===== src/rtl/loopback_writer.sv =====
// loopback_writer
// Drain side of the loopback datapath. Pops cache lines from the loopback
// FIFO and issues them as sequential write requests on the host write
// channel. Issue is throttled by channel almost-full and by a cap on
// outstanding (issued but unacknowledged) writes. Write responses are
// counted, and done is raised once every line has been acknowledged.
//
// Ports:
//   clk, reset                 clock, synchronous active-high reset
//   start, base_addr,          run request; address and line count are
//   num_lines                  latched when start is accepted (IDLE/DONE)
//   fifo_deq_data, fifo_empty  FIFO head (combinational read) and status
//   fifo_deq_en                FIFO dequeue strobe (also the issue strobe)
//   tx_almost_full             write channel backpressure
//   tx_wr_valid/addr/data/     registered write request, one cycle after
//   mdata                      the dequeue
//   rx_wr_rsp_valid            one write response per cycle at most
//   done                       all lines issued and acknowledged
//   error                      sticky: response seen with nothing outstanding
//   lines_sent, lines_acked    per-run issue and response counters
module loopback_writer #(
  parameter int DATA_WIDTH      = 512,
  parameter int ADDR_WIDTH      = 42,
  parameter int MDATA_WIDTH     = 16,
  parameter int MAX_OUTSTANDING = 16
) (
  input  logic                   clk,
  input  logic                   reset,
  input  logic                   start,
  input  logic [ADDR_WIDTH-1:0]  base_addr,
  input  logic [31:0]            num_lines,
  input  logic [DATA_WIDTH-1:0]  fifo_deq_data,
  input  logic                   fifo_empty,
  output logic                   fifo_deq_en,
  input  logic                   tx_almost_full,
  output logic                   tx_wr_valid,
  output logic [ADDR_WIDTH-1:0]  tx_wr_addr,
  output logic [DATA_WIDTH-1:0]  tx_wr_data,
  output logic [MDATA_WIDTH-1:0] tx_wr_mdata,
  input  logic                   rx_wr_rsp_valid,
  output logic                   done,
  output logic                   error,
  output logic [31:0]            lines_sent,
  output logic [31:0]            lines_acked
);

  // One extra bit so the counter can hold MAX_OUTSTANDING itself.
  localparam int OUT_WIDTH = $clog2(MAX_OUTSTANDING) + 1;
  localparam logic [OUT_WIDTH-1:0] OUT_CAP = OUT_WIDTH'(MAX_OUTSTANDING);

  typedef enum logic [1:0] {
    IDLE,
    RUN,
    DRAIN,
    DONE
  } state_t;

  state_t                 state;
  state_t                 state_next;
  logic [ADDR_WIDTH-1:0]  addr_base;
  logic [31:0]            target;
  logic [OUT_WIDTH-1:0]   outstanding;

  logic                   start_ok;
  logic                   issue;
  logic                   rsp_counted;
  logic                   spurious;
  logic [31:0]            sent_next;

  assign start_ok = start && ((state == IDLE) || (state == DONE));

  assign issue = (state == RUN) && !fifo_empty && !tx_almost_full &&
                 (lines_sent < target) && (outstanding < OUT_CAP);

  assign fifo_deq_en = issue;

  // A response that coincides with an issue is legal even at zero
  // outstanding: the issue supplies the write it acknowledges.
  assign rsp_counted = rx_wr_rsp_valid && ((outstanding != '0) || issue);
  assign spurious    = rx_wr_rsp_valid && !rsp_counted;

  assign sent_next = lines_sent + 32'(issue);
  assign done      = (state == DONE);

  // Next-state logic. RUN looks at the post-increment count so the move to
  // DRAIN happens on the same edge as the final issue.
  always_comb begin
    state_next = state;
    case (state)
      IDLE, DONE: begin
        if (start) begin
          state_next = (num_lines == 32'd0) ? DONE : RUN;
        end
      end
      RUN: begin
        if (sent_next == target) begin
          state_next = DRAIN;
        end
      end
      DRAIN: begin
        if (outstanding == '0) begin
          state_next = DONE;
        end
      end
      default: state_next = IDLE;
    endcase
  end

  // State register.
  always_ff @(posedge clk) begin
    if (reset) begin
      state <= IDLE;
    end else begin
      state <= state_next;
    end
  end

  // Run parameters, captured once per accepted start.
  always_ff @(posedge clk) begin
    if (reset) begin
      addr_base <= '0;
      target    <= '0;
    end else if (start_ok) begin
      addr_base <= base_addr;
      target    <= num_lines;
    end
  end

  // Issue/response bookkeeping. error is sticky until reset; a spurious
  // response leaves both the outstanding count and lines_acked untouched.
  always_ff @(posedge clk) begin
    if (reset) begin
      lines_sent  <= '0;
      lines_acked <= '0;
      outstanding <= '0;
      error       <= 1'b0;
    end else begin
      if (spurious) begin
        error <= 1'b1;
      end
      if (start_ok) begin
        lines_sent  <= '0;
        lines_acked <= '0;
        outstanding <= '0;
      end else begin
        lines_sent <= sent_next;
        if (rsp_counted) begin
          lines_acked <= lines_acked + 32'd1;
        end
        outstanding <= outstanding + OUT_WIDTH'(issue) - OUT_WIDTH'(rsp_counted);
      end
    end
  end

  // Registered write request. Address wraps modulo 2^ADDR_WIDTH; payload
  // fields hold their last value while no request is presented.
  always_ff @(posedge clk) begin
    if (reset) begin
      tx_wr_valid <= 1'b0;
      tx_wr_addr  <= '0;
      tx_wr_data  <= '0;
      tx_wr_mdata <= '0;
    end else begin
      tx_wr_valid <= issue;
      if (issue) begin
        tx_wr_addr  <= addr_base + ADDR_WIDTH'(lines_sent);
        tx_wr_data  <= fifo_deq_data;
        tx_wr_mdata <= lines_sent[MDATA_WIDTH-1:0];
      end
    end
  end

endmodule


===== config.mk =====
export PLATFORM = sky130hd
export DESIGN_NAME = loopback_writer
export DESIGN_NICKNAME = d
export VERILOG_FILES = /design/src/rtl/loopback_writer.sv
export SDC_FILE = /design/constraint.sdc
export NUM_CORES = 2
export LEC_CHECK = 0
export BUFFER_PORTS_ARGS = -buffer_cell sky130_fd_sc_hd__buf_2
export CAP_MARGIN = 20
export CORE_AREA = 3 3 476 478
export CTS_CLUSTER_SIZE = 14
export DETAILED_ROUTE_END_ITERATION = 16
export DIE_AREA = 0 0 479 481
export PLACE_DENSITY = 0.37
export REMOVE_ABC_BUFFERS = 1
export SLEW_MARGIN = 15
export SYNTH_ARGS = -nofsm -noshare
export SYNTH_HDL_FRONTEND = slang
export SYNTH_SLANG_ARGS = --single-unit

===== constraint.sdc =====
create_clock -name clk -period 7.36 [get_ports clk]
set_input_delay 0.736 -clock clk [delete_from_list [all_inputs] [get_ports clk]]
set_output_delay 0.736 -clock clk [all_outputs]
set_load 0.03 [all_outputs]

==> metrics.md <==
| Metric | Value |
|---|---|
| Count of hold buffers inserted by post-cts repair | 0 |
| Vias in the first global route | 30092 |
| Hold Crit Class | in -> reg |
| Post-synth top area share | 49.4% |
| Worst IR drop on VDD | 0.174 mV |
| LEAKAGE | 17.6 nW |
| CTS root buf | clkbuf_16 |
| Die Area | 230000 µm² |
| CP Launch Type | flip-flop |
| Async set-reset flop share out of synthesis | 0% |
| Routed wire length | 190000 µm |
| DR iter-0 viols | 1830 |
| Post-synthesis sequential area ratio | 49.4% |
| HPWL after DPL | 151000 µm |
| Status | completed |
| Die extent in x | 479 µm |
| CTS tree | built |
| CTS clk-pin slew, worst paths | 0.06 ns |
| Final setup violation count | 0 |
| Routed vias | 30863 |
| Placed Area | 38300 µm² |
| Area Growth Syn to Fin | 43.5% |
| Clock Latency Late Sink | 0.73 ns |
| Final Hold Fails | 0 |
| Post-detailed-route wirelength per cell | 24.0 µm |
| Finished Cell Area | 41700 µm² |
| CP Cell Sequence | inv_1 > ha_1 > a21o_1 > a211o_1 > a211oi_1 > a2111oi_0 > o31ai_1 > o2111ai_4 > inv_8 > ha_1 > ha_1 > nand3_4 > nor4_4 > nand4_1 > a311oi_1 > nand4_1 > nor4_1 > nand4_1 > o32a_1 > mux2_4 |
| Netlist area before placement | 29100 µm² |
| Largest fanout on the critical path | 51 |
| Placer Congestion | 0.905 |
| Cell total after placement | 7709 |
| Syn. warnings | 0 |
| Fin crit period | 6.51 ns |
| Worst Path Required | 7.95 ns |
| CTS buffer count | 99 |
| DRC errors left | 0 |
| Setup TNS | 0 ns |
| Row cnt | 173 |
| Slew of the pin with the lowest slew margin | 1.19 ns |
| IO Port Bufs | 1229 |
| Max-cap violations | 0 |
| RSZ-0062 raised after global routing | no |
| Number of flops mapped to enable cells by yosys | 0 |
| Yosys reg bits | 717 |
| Post-synth top cells | nand2_1, dfxtp_1, a21oi_1 |
| Count of pins over their slew limit | 0 |
| GR Overflow Total | 0 |
| Top post-synthesis cells by area | dfxtp_1, nand2_1, a21oi_1 |
| Yosys top cell by area | dfxtp_1 |
| Fin crit share | 88.4% |
| Worst Slack Setup Final | 0.852 ns |
| Number of distinct library cells after synthesis | 72 |
| Critical path capture point type | flip-flop |
| Cells after synthesis | 3715 |
| Initial Utilization | 13.1% |
| Critical setup path kind | reg -> reg |
| Layout Skew | 0.0421 ns |
| Via density per instance | 3.90 |
| Layout cells sized above 1 | 29.7% |
| Slowest CP cell | nor4_4 |
| CTS Buffer Depth | 3 |
| Num Clock Sinks | 717 |
| Num ports | 1230 |
| Die height | 481 µm |
| H-tree levels | 3 |
| Final total power | 12.1 mW |
| Syn Area/Cell | 7.83 µm² |
| Initial antenna violation count | 91 |
| Placeable Area | 222000 µm² |
| Pin count of the biggest net entering global routing | 198 |
| Post-Place Setup Slack | 0.980 ns |
| Non-Filler Instances | 7907 |
| Post-CTS sizing | 0 |
| Slew margin rel. | 20.9% |
| Top FF cell, synth | dfxtp_1 |
| Pwr/cell area | 290 nW/µm² |
| Setup repair bufs after CTS | 0 |
| First-pass GRT wire length | 255000 µm |
| Most common cell in the netlist | nand2_1 |
| Worst path arrival time | 7.10 ns |
| Critical path's largest stage delay | 0.61 ns |
| Antenna Nets Post-Route | 0 |
| Max Fclk | 0.154 GHz |
| Layout Nets | 5506 |
| Overall global routing resource usage | 15.6% |
| Detailed Routing Iterations Pass 1 | 5 |
-- kinds of logic (layout without fill, tap and decap cells) --
group,after synthesis,in the layout,synth area share (%)
AO/OA/AOI/OAI,877,877,16.6
XOR/XNOR,94,94,2.88
adder cells (fa/ha/maj),78,78,3.41
buffers and inverters,322,1525,4.57
flip-flops,717,717,49.4
multiplexers,10,10,0.362
other,0,14,0
AND/OR/NAND/NOR,1617,1617,22.8
-- final cells by class --
| cell class | instances | area (µm²) |
|---|---|---|
| repair buffers | 1270 | 6560 |
| flip-flops and latches | 717 | 14400 |
| clock buffers | 137 | 2850 |
| clock inverters | 46 | 484 |
| fillers | 25433 | 181000 |
| diodes | 14 | 35.0 |
| well taps | 2975 | 3720 |
| inverters | 72 | 278 |
| multi-input cells | 2676 | 13400 |
-- placed cells by master, fill, tap and decap left out, types with 10 or more instances in the layout --
master	instances
inv_1	71
clkinv_2	23
nor2_1	107
buf_2	1228
o21ai_0	39
a31oi_1	10
dfxtp_1	717
o211ai_1	15
nand2_1	1312
nor4_1	18
clkbuf_8	19
ha_1	76
xor2_1	40
or3_1	17
a21o_1	34
buf_4	34
nor3_1	18
clkbuf_1	17
and3_1	25
nand3_1	35
a211oi_1	17
clkbuf_16	101
nand4_1	33
a21oi_1	688
xnor2_1	53
diode_2	14
-- registers in the layout, indices dropped and copies added (netlist names) --
register	cells
outstanding	5
tx_wr_valid	1
target	32
addr_base	42
tx_wr_data	512
tx_wr_mdata	16
lines_acked	32
lines_sent	32
state	2
error	1
tx_wr_addr	42
-- through the flow --
stage                     hold WS (ns)  util (%)
after detailed placement         0.443      17.2
after global placement           0.439      17.2
after global routing             0.164      18.8
after CTS                        0.131      18.7
after floorplan                  0.430         -
final                            0.240      18.8
-- power breakdown --
| part | switching, mW | internal [mW] | total (mW) |
|---|---|---|---|
| clock network | 2.04 | 2.95 | 4.99 |
| registers | 0.220 | 4.21 | 4.43 |
| logic | 1.94 | 0.752 | 2.69 |
| total | 4.20 | 7.91 | 12.1 |
-- per-layer routing --
metal	up-vias	global-route usage [%]	routed length, µm
li1	14649	-	-
met1	14637	18.3	76400
met2	1225	25.8	87300
met3	322	7.37	20300
met4	30	3.46	5360
met5	-	0	165
-- final timing paths --
path / from / endpoint / slack, ns / cells past startpoint
max: target[9] / state[0] / 0.85 / 20
max reg2reg: target[9] / state[0] / 0.85 / 20
min: base_addr[36] / addr_base[36] / 0.24 / 3
min reg2reg: tx_wr_addr[13] / tx_wr_addr[13] / 0.45 / 2
-- critical path, delay by kind of cell, from the launching register on --
kind | cells | cell delay [ns]
mux | 1 | 0.31
compound gates | 8 | 2.59
fa+ha+maj | 3 | 0.90
flops | 1 | 0.43
simple gates | 6 | 1.73
buf+inv | 2 | 0.42
No activity file was read; power rests on OpenSTA's default activity.
